--- config.mk ---
export PLATFORM = sky130hd
export DESIGN_NAME = jt7759_romfetch_flat
export DESIGN_NICKNAME = d
export VERILOG_FILES = /design/src/rtl/jt7759_romfetch_if.sv /design/src/rtl/jt7759_romfetch.sv /design/src/flat_wrapper.sv
export SDC_FILE = /design/constraint.sdc
export NUM_CORES = 1
export LEC_CHECK = 0
export ABC_AREA = 1
export BUFFER_PORTS_ARGS = -buffer_cell sky130_fd_sc_hd__buf_2
export CAP_MARGIN = 5
export CELL_PAD_IN_SITES_DETAIL_PLACEMENT = 1
export CELL_PAD_IN_SITES_GLOBAL_PLACEMENT = 2
export CORE_UTILIZATION = 36
export CTS_BUF_LIST = sky130_fd_sc_hd__clkbuf_4
export CTS_CLUSTER_DIAMETER = 30
export CTS_CLUSTER_SIZE = 10
export DETAILED_ROUTE_END_ITERATION = 12
export GPL_TIMING_DRIVEN = 1
export HOLD_SLACK_MARGIN = 0.08
export PLACE_DENSITY_LB_ADDON = 0.1
export SYNTH_ARGS = -nofsm -noshare
export SYNTH_HDL_FRONTEND = slang
export SYNTH_SLANG_ARGS = --single-unit
--- constraint.sdc ---
create_clock -name clk -period 4.85 [get_ports clk]
set_input_delay 0.97 -clock clk [delete_from_list [all_inputs] [get_ports clk]]
set_output_delay 0.97 -clock clk [all_outputs]
set_load 0.02 [all_outputs]
--- src/rtl/jt7759_romfetch_if.sv ---
// jt7759 ROM port plus word-memory handshake bundle.
// slave: the fetch unit. master: the chip/memory side.
interface jt7759_romfetch_if;
    logic        rom_cs;
    logic [16:0] rom_addr;
    logic [7:0]  rom_data;
    logic        rom_ok;
    logic        mem_req;
    logic [15:0] mem_addr;
    logic        mem_ack;
    logic [15:0] mem_dout;

    modport slave (
        input  rom_cs, rom_addr, mem_ack, mem_dout,
        output rom_data, rom_ok, mem_req, mem_addr
    );

    modport master (
        output rom_cs, rom_addr, mem_ack, mem_dout,
        input  rom_data, rom_ok, mem_req, mem_addr
    );
endinterface

--- src/rtl/jt7759_romfetch.sv ---
// jt7759 sample-ROM responder: two-word buffer (cur + prefetched nxt)
// filled from a req/ack word memory.
// Ports: clk, rstn (async low), flush (sync invalidate),
//   bus.slave: rom_cs/rom_addr -> rom_data/rom_ok;
//   mem_req/mem_addr -> mem_ack/mem_dout.
module jt7759_romfetch #(
    parameter bit PREFETCH = 1'b1
) (
    input  logic               clk,
    input  logic               rstn,
    input  logic               flush,
    jt7759_romfetch_if.slave   bus
);

    typedef enum logic [1:0] {
        IDLE,
        FETCH,
        PREF
    } state_t;

    typedef struct packed {
        logic [15:0] data;
        logic [15:0] tag;
        logic        valid;
    } buf_t;

    state_t      st_q, st_d;
    buf_t        cur_q, cur_d;
    buf_t        nxt_q, nxt_d;
    logic        drop_q, drop_d;
    logic        req_q, req_d;
    logic [15:0] addr_q, addr_d;

    logic [15:0] word;
    logic [15:0] cur_inc;
    logic        hit_c, hit_n, miss;
    logic        pref_need;
    logic        keep;
    logic [15:0] sel;

    assign word    = bus.rom_addr[16:1];
    assign cur_inc = cur_q.tag + 16'd1;
    assign hit_c   = cur_q.valid && (cur_q.tag == word);
    assign hit_n   = nxt_q.valid && (nxt_q.tag == word);
    assign miss    = !(hit_c || hit_n);

    assign pref_need = PREFETCH && cur_q.valid &&
                       !(nxt_q.valid && (nxt_q.tag == cur_inc));

    // A word that lands after (or with) a flush is stale.
    assign keep = !drop_q && !flush;

    always_comb begin
        sel = 16'h0000;
        if (hit_c)
            sel = cur_q.data;
        else if (hit_n)
            sel = nxt_q.data;
    end

    assign bus.rom_ok   = bus.rom_cs && (hit_c || hit_n);
    assign bus.rom_data = !bus.rom_ok   ? 8'h00 :
                          bus.rom_addr[0] ? sel[15:8] : sel[7:0];
    assign bus.mem_req  = req_q;
    assign bus.mem_addr = addr_q;

    always_comb begin
        st_d   = st_q;
        cur_d  = cur_q;
        nxt_d  = nxt_q;
        drop_d = drop_q;
        req_d  = req_q;
        addr_d = addr_q;

        case (st_q)
            IDLE: begin
                // No new request on a flush edge, so nothing
                // derived from pre-flush contents goes out.
                if (!flush) begin
                    if (bus.rom_cs && miss) begin
                        addr_d = word;
                        req_d  = 1'b1;
                        st_d   = FETCH;
                    end else if (bus.rom_cs && hit_n && !hit_c) begin
                        cur_d       = nxt_q;
                        nxt_d.valid = 1'b0;
                    end else if (pref_need) begin
                        addr_d = cur_inc;
                        req_d  = 1'b1;
                        st_d   = PREF;
                    end
                end
            end
            FETCH: begin
                if (bus.mem_ack) begin
                    if (keep) begin
                        cur_d.data  = bus.mem_dout;
                        cur_d.tag   = addr_q;
                        cur_d.valid = 1'b1;
                        nxt_d.valid = 1'b0;
                    end
                    drop_d = 1'b0;
                    req_d  = 1'b0;
                    st_d   = IDLE;
                end
            end
            PREF: begin
                if (bus.mem_ack) begin
                    if (keep) begin
                        nxt_d.data  = bus.mem_dout;
                        nxt_d.tag   = addr_q;
                        nxt_d.valid = 1'b1;
                    end
                    drop_d = 1'b0;
                    req_d  = 1'b0;
                    st_d   = IDLE;
                end
            end
            default: begin
                st_d  = IDLE;
                req_d = 1'b0;
            end
        endcase

        if (flush) begin
            cur_d.valid = 1'b0;
            nxt_d.valid = 1'b0;
            if ((st_q != IDLE) && !bus.mem_ack)
                drop_d = 1'b1;
        end
    end

    always_ff @(posedge clk or negedge rstn) begin
        if (!rstn) begin
            st_q   <= IDLE;
            cur_q  <= '0;
            nxt_q  <= '0;
            drop_q <= 1'b0;
            req_q  <= 1'b0;
            addr_q <= 16'h0000;
        end else begin
            st_q   <= st_d;
            cur_q  <= cur_d;
            nxt_q  <= nxt_d;
            drop_q <= drop_d;
            req_q  <= req_d;
            addr_q <= addr_d;
        end
    end

endmodule

--- src/flat_wrapper.sv ---
// flat-port wrapper written by rule: the top's interface ports become plain ports
module jt7759_romfetch_flat 
#(
    parameter bit PREFETCH = 1'b1
)
  (clk, rstn, flush, bus_rom_cs, bus_rom_addr, bus_mem_ack, bus_mem_dout, bus_rom_data, bus_rom_ok, bus_mem_req, bus_mem_addr);
  jt7759_romfetch_if bus_i ();
  input  logic clk;
  input  logic rstn;
  input  logic flush;
  input wire logic [$bits(bus_i.rom_cs)-1:0] bus_rom_cs;
  input wire logic [$bits(bus_i.rom_addr)-1:0] bus_rom_addr;
  input wire logic [$bits(bus_i.mem_ack)-1:0] bus_mem_ack;
  input wire logic [$bits(bus_i.mem_dout)-1:0] bus_mem_dout;
  output wire logic [$bits(bus_i.rom_data)-1:0] bus_rom_data;
  output wire logic [$bits(bus_i.rom_ok)-1:0] bus_rom_ok;
  output wire logic [$bits(bus_i.mem_req)-1:0] bus_mem_req;
  output wire logic [$bits(bus_i.mem_addr)-1:0] bus_mem_addr;
  assign bus_i.rom_cs = bus_rom_cs;
  assign bus_i.rom_addr = bus_rom_addr;
  assign bus_i.mem_ack = bus_mem_ack;
  assign bus_i.mem_dout = bus_mem_dout;
  assign bus_rom_data = bus_i.rom_data;
  assign bus_rom_ok = bus_i.rom_ok;
  assign bus_mem_req = bus_i.mem_req;
  assign bus_mem_addr = bus_i.mem_addr;
  jt7759_romfetch #(.PREFETCH(PREFETCH)) u_core (.clk(clk), .rstn(rstn), .flush(flush), .bus(bus_i));
endmodule
==> qor.txt, run 1 <==
Worst VDD drop = 0.262 mV
Mapped Nets = 848
Clk pwr share = 15.2%
Core box area = 0.0147 mm2
Net switching power = 1.64 mW
First-pass GRT wire length = 31.8 mm
Worst skew pair latency = 510 ps
# DRC = 0
Synth Register Bits = 86
Row cnt = 44
Antenna violations before repair = 1
Count of hold-fix buffers inserted at cts = 0
Critical Path Max Stage Delay = 470 ps
FF-to-FF path depth = 13
Total grt overflow = 0
Met2 GRT Util = 46.8%
Grt met1 use = 32.0%
Combinational Power Share = 45.3%
Pins Over Slew Limit = 0
Clk root buf = clkbuf_4
CP max-delay cell = nand3_2
Met3 usage = 5.22%
Setup TNS = 0 ps
TritonCTS Buffers = 9
Chip Height = 125 um
Via/cell ratio = 5.27
Sw frac = 48.1%
Die width = 125 um
Worst Max-Slew Pin Slew = 987 ps
Total Routed Length = 19.1 mm
Data required, critical path = 3880 ps
Initial DRC Count = 275
Tmin final = 4100 ps
Die ar. = 0.0157 mm2
Crit path launch = bus_rom_addr[10]
CP Class = in -> out
Static Leak = 3.16 nW
Status = finished, final reports clean
Worst reg2reg startpoint = u_core.cur_q[8]
Post CTS Setup Buffer Count = 0
Synth warn = 0
Endpoints failing hold = 0
Sequential fraction of the synthesis area = 39.3%
Largest net degree at the start of global routing = 65
Cell Chain, Critical Path = buf_2 -> inv_1 -> nand2_1 -> nand2_1 -> nor2_1 -> nand4_1 -> nor2_1 -> nand3_2 -> nand2_1 -> nand2_1 -> a21oi_1 -> buf_2
Final setup vio count = 0
CTS tree = done
Multi-input gate area = 0.00284 mm2
P_int = 1.77 mW
Share of cells above drive strength 1 = 12.5%
Port-buffer cells = 63
Flop-to-flop setup slack = 1660 ps
Crit path top cell by count = nand2_1
Fin crit share = 84.5%
Share of power burned in registers = 39.6%
Syn avg cell area = 6.80 um2
Worst-path maximum fanout = 27
Slew headroom = 34.1%
Drt wl/cell = 18.3 um
Total track usage = 26.1%
Placer Congestion = 0.878
Max cap viols = 0
Layout Utilization = 41.4%
H-tree levels = 3
DR pass1 iterations = 6
Clk_skew = 23.7 ps
Filler cell count = 1951
Post-Syn Instances = 806
Mapped cell area = 0.00548 mm2
Gr busiest metal = met2
Max clock buf depth = 2
Startpoint types = input port
Final Net Count = 895
Worst-path clk slew = 170 ps
Starting Density = 37.3%
Setup crit end kind = output pin
Hold Crit Class = in -> async
Via count = 5498
P&R area growth vs syn = 10.9%
Hpwl dp = 13.9 mm
Vias in the first global route = 6006
Clk sinks = 86
Routed Antenna Nets = 0
CP arrival = 3130 ps
Worst r2r dst = u_core.cur_q[21]
F_max = 244 MHz
I/O pin count = 64
Library cells used by synthesis = 34
Post-CTS Resized = 0
Reg area = 0.00215 mm2
RSZ-0062 raised after global routing = no
PD cells = 560 mW/mm2
## layout make-up
cell class,instances,share of cell area (%)
Antenna cell,1,0.0412
Clock buffer,9,1.11
Clock inverter,7,1.73
Inverter,88,5.43
Multi-Input combinational cell,600,46.7
Sequential cell,86,35.4
Tap cell,184,3.79
Timing Repair Buffer,68,5.84
## through the flow
| stage | instances | setup slack, ps | power, mW | hold WS, ps | instance area, um2 |
|---|---|---|---|---|---|
| 6_report | 1043 | 752 | 3.41 | 486 | 6080 |
| 5_1_grt | 1043 | 511 | 3.72 | 524 | 6080 |
| 4_1_cts | 1042 | 723 | 3.44 | 490 | 6080 |
| 3_5_place_dp | 1026 | 739 | 2.91 | 454 | 5910 |
| 3_3_place_gp | 1026 | 867 | 2.83 | 449 | 5910 |
| 2_1_floorplan | 806 | 1520 | 2.39 | 450 | 5480 |
## cell families (layout without fill, tap and decap cells)
logic type	count (synthesis)	after routing	synth area share, %
and+or+nand+nor	420	420	32.7
AOI/OAI and AO/OA	165	165	16.3
buffers and inverters	120	172	9.06
DFF	86	86	39.3
xor gates and xnor gates	10	10	1.60
adders and majority gates	4	4	0.913
muxes	1	1	0.205
other	0	1	0
## worst max-delay path, delay by kind of cell
| kind | cells | cell delay, ps |
|---|---|---|
| simple gates | 8 | 1550 |
| buf+inv | 3 | 370 |
| compound gates | 1 | 240 |
## synth_stat cells
library cell,instances,area share (%)
nand3_1,55,5.0
xnor2_1,7,1.1
clkbuf_2,1,0.091
buf_2,6,0.55
inv_1,85,5.8
o21ai_1,30,2.7
a211oi_1,1,0.14
nand3_4,1,0.32
a21oi_1,73,6.7
nor3_1,4,0.37
o211ai_1,2,0.27
mux2_2,1,0.21
o21ai_0,37,3.4
nor2_1,84,5.8
nand2_2,3,0.34
nand2_1,244,17
nor2_2,2,0.23
a21boi_0,1,0.14
buf_4,2,0.27
nand3b_1,3,0.41
clkinv_1,1,0.068
buf_6,4,0.82
nand3_2,1,0.18
o21ai_2,3,0.48
clkbuf_1,18,1.2
inv_2,2,0.14
nand2_4,3,0.62
xor2_1,3,0.48
nor2_4,5,1.0
a22oi_1,18,2.5
dfrtp_1,86,39
nand4_1,15,1.7
buf_1,1,0.068
ha_1,4,0.91
## power by group through the flow
stage,Sequential (mW),Clock [mW],Combinational [mW]
6_report,1.35,0.517,1.54
3_3_place_gp,1.34,0,1.49
3_5_place_dp,1.36,0,1.55
5_1_grt,1.40,0.566,1.76
4_1_cts,1.34,0.536,1.56
2_1_floorplan,1.32,0,1.07
## how the worst max path moves through the flow
stage | endpoint | slack (ps) | cells past startpoint
finish | bus_rom_data[3] | 750 | 12
global route | bus_rom_data[0] | 510 | 12
CTS | bus_rom_data[3] | 720 | 12
detailed placement | bus_rom_data[3] | 740 | 12
global placement | bus_rom_data[0] | 870 | 12
floorplan | bus_rom_data[1] | 1520 | 9
## registers in the layout, indices dropped and copies added (netlist names)
register,count
u_core.bus.mem_addr,16
u_core.nxt_q,33
u_core.cur_q,33
u_core.bus.mem_req,1
u_core.st_q,2
u_core.drop_q,1
## per-layer routing
metal  routed length (um)  part of all wire [%]  up-vias
met5                    0                     0        -
li1                     -                     -     2692
met1                 8470                    44     2699
met4                  284                   1.5        0
met3                  637                   3.3       18
met2                 9710                    51       89
## cell usage in the layout, fill, tap and decap left out, drive strengths merged
master,netlist,final
a211oi,1,1
nand3b,3,3
clkbuf,19,9
nand4,15,15
dfrtp,86,86
buf,13,68
o21ai,70,70
a21oi,73,73
o211ai,2,2
clkinv,1,3
nand2,250,250
a21boi,1,1
clkinvlp,0,1
bufinv,0,2
nand3,57,57
nor3,4,4
xnor2,7,7
inv,87,89
xor2,3,3
mux2,1,1
nor2,91,91
diode,0,1
ha,4,4
a22oi,18,18
Power figures use the tool's default switching activity.
==> run 2: changes to the inputs <==
ABC_AREA = 0   (was 1)
clock period = 3.7 ns   (was 4.85 ns; I/O delays follow)
==> run 2 against run 1 <==
  * Sequential cell count stayed put
  * Clock power is 13% higher
  * Power is 44% higher
  * Final area is 2.4% higher
  * Cell count is 28% lower
  * Area after synthesis is 3.8% lower
  * Critical path depth is 5 lower
  * Utilization is 2.8 points higher
  * Combinational power is 62% higher
  * Die area is 3.7% lower
  * Largest cell class unchanged
==> qor.txt, run 2 <==
Met2 wire length = 7.18 mm
Sw frac = 42.6%
Port-buffer cells = 63
Starting Density = 37.4%
I/O pin count = 64
Worst VDD drop = 0.268 mV
Prevailing post-synth register cell = dfrtp_1
Tmin final = 3640 ps
Slew headroom = 40.8%
Vias in the first global route = 4276
Hold Crit Class = in -> async
Multiplexer share of the synthesized area = 20.9%
# DRC = 0
Worst skew pair latency = 480 ps
Placed cell count = 730
Total grt overflow = 0
Multi-input gate area = 0.00300 mm2
CP Class = reg -> out
Clk sinks = 86
Post-synthesis compound-gate area fraction = 9.40%
Layout Utilization = 44.2%
Core box area = 0.0141 mm2
Total Routed Length = 14.6 mm
DR pass1 iterations = 4
Max clock buf depth = 2
Max cap viols = 0
Worst-path maximum fanout = 5
Via count = 3982
Combinational Power Share = 50.8%
Filler cell count = 1580
Final Net Count = 612
Initial DRC Count = 134
Syn avg cell area = 10.7 um2
Final setup vio count = 0
Endpoints failing hold = 0
H-tree levels = 3
CTS tree = done
Net switching power = 2.09 mW
Synth top area cells = dfrtp_1 (41%), mux2_2 (8.1%), xnor2_1 (7.1%)
Library cells used by synthesis = 59
Top cell type's share of synthesized area = 40.8%
Commonest non-fill, non-tap cell in the layout = dfrtp_1
Top sig layer = met4
First-pass GRT wire length = 23.7 mm
Row cnt = 43
Fin cells = 756
Post-Syn Instances = 492
Sequential fraction of the synthesis area = 40.8%
Die ar. = 0.0151 mm2
Total power = 4.90 mW
Antenna violations before repair = 1
Commonest cells after routing, fill and taps aside = dfrtp_1 (81), buf_2 (57), nor2_1 (44)
Hpwl dp = 10.1 mm
TritonCTS Buffers = 9
Wl on met1 = 6.72 mm
Via/cell ratio = 5.27
Number of synthesized flops with an enable pin = 0
Largest net degree at the start of global routing = 65
Clk pwr share = 11.9%
Fin Hold WS = 343 ps
RSZ-0062 raised after global routing = yes
Setup crit end kind = output pin
Data required, critical path = 2960 ps
Synth Register Bits = 86
P_int = 2.81 mW
Pins Over Slew Limit = 0
Placer Congestion = 0.747
Synth warn = 0
Largest area contributor in the netlist = dfrtp_1
Clk_skew = 13.8 ps
Top-count cell post-synth = dfrtp_1
Synth Area in Simple Gates = 12.9%
Post-synthesis async set-or-reset flop share = 100%
Reg area = 0.00216 mm2
Share of power burned in registers = 37.3%
CP arrival = 2900 ps
Routed Antenna Nets = 0
Met3 routed WL = 511 um
Static Leak = 2.70 nW
Post-Synth XOR/XNOR Area = 10.7%
PD cells = 787 mW/mm2
Adder-cell share of the synthesized area = 0.949%
Worst-path clk slew = 150 ps
Commonest cells in the netlist = dfrtp_1 (86), nor2_1 (44), xnor2_1 (43), mux2_2 (38), a21oi_1 (37)
Clk root buf = clkbuf_4
Largest family of logic cells by synthesized area = multiplexers
Startpoint types = flop
Share of cells above drive strength 1 = 35.5%
Chip Height = 123 um
Drt wl/cell = 19.3 um
Total track usage = 21.1%
Mapped cell area = 0.00527 mm2
F_max = 275 MHz
P&R area growth vs syn = 18.1%
Die width = 123 um
Worst Max-Slew Pin Slew = 887 ps
Fin crit share = 98.3%
Mapped Nets = 534
Status = finished, final reports clean
==> run 2: cell types whose count changed after synthesis, sizes merged, moves of 12 or more <==
cell | before | now
nand3 | 57 | 11
nor2 | 91 | 45
a22oi | 18 | 0
o21ai | 70 | 21
inv | 87 | 10
xnor2 | 7 | 43
nand2 | 250 | 26
mux2i | 0 | 34
nor4 | 0 | 12
mux2 | 1 | 47
xor2 | 3 | 18
a21oi | 73 | 37
==> run 2: area by class of cell <==
cell class / count / area share (%)
Timing Repair Buffer: 100 / 10.6
Antenna cell: 1 / 0.0402
Inverter: 10 / 0.603
Sequential cell: 86 / 34.7
Clock buffer: 9 / 1.09
Clock inverter: 7 / 1.15
Multi-Input combinational cell: 363 / 48.2
Tap cell: 180 / 3.62
==> run 2: layer usage <==
| layer | GRT usage, % | up-vias |
|---|---|---|
| li1 | - | 1888 |
| met1 | 27.1 | 2017 |
| met2 | 36.0 | 65 |
| met3 | 3.74 | 12 |
| met4 | 6.48 | 0 |
| met5 | 0 | - |
==> run 2: worst paths after layout <==
kind                                               end  slack, ps              from  depth (start not counted)
worst max-delay path                   bus_rom_data[3]         60   u_core.cur_q[5]                          7
worst min-delay path                  u_core.nxt_q[10]        340              rstn                          1
worst max register to register  u_core.bus.mem_addr[1]        500   u_core.cur_q[2]                         10
worst min register to register        u_core.cur_q[17]        540  u_core.cur_q[17]                          2
max in group asynchronous              u_core.cur_q[5]       2590              rstn                          2
min in group clk                         u_core.drop_q        490       bus_mem_ack                          2
==> run 2: metrics by stage <==
step           TNS, ps  setup WS, ps  area (um2)
6_report             0          61.9        6230
5_1_grt           -280         -87.0        6230
4_1_cts              0          4.70        6110
3_5_place_dp      -671          -123        5900
3_3_place_gp      -523         -86.7        5900
2_1_floorplan        0           398        5270
==> run 2: power groups by stage <==
stage	Combinational [mW]	Sequential, mW	Clock [mW]
finish	2.49	1.83	0.585
global route	2.75	1.91	0.642
CTS	2.48	1.83	0.602
detailed placement	2.38	1.87	0
global placement	2.34	1.85	0
floorplan	1.78	1.79	0
==> run 2: kinds of logic after synthesis <==
family	Yosys count
flip-flops	86
buffers and inverters	44
multiplexers	89
XOR/XNOR	62
AND/OR/NAND/NOR	127
AO/OA/AOI/OAI	80
adder cells (fa/ha/maj)	4
==> run 2: timing repair <==
item,CTS,global route
hold buffers,0,0
pin swaps,3,1
setup buffers,4,4
setup endpoints to repair,9,22
cloned,1,0
resized for setup,20,14
==> run 2: worst max-delay path, cell delays in order (launching register included) <==
cell and delay, ps:
dfrtp_2 470, xor2_1 170, nor4_4 360, nand2_4 90, or4_4 530, mux4_2 470, nor2b_1 150, buf_4 180
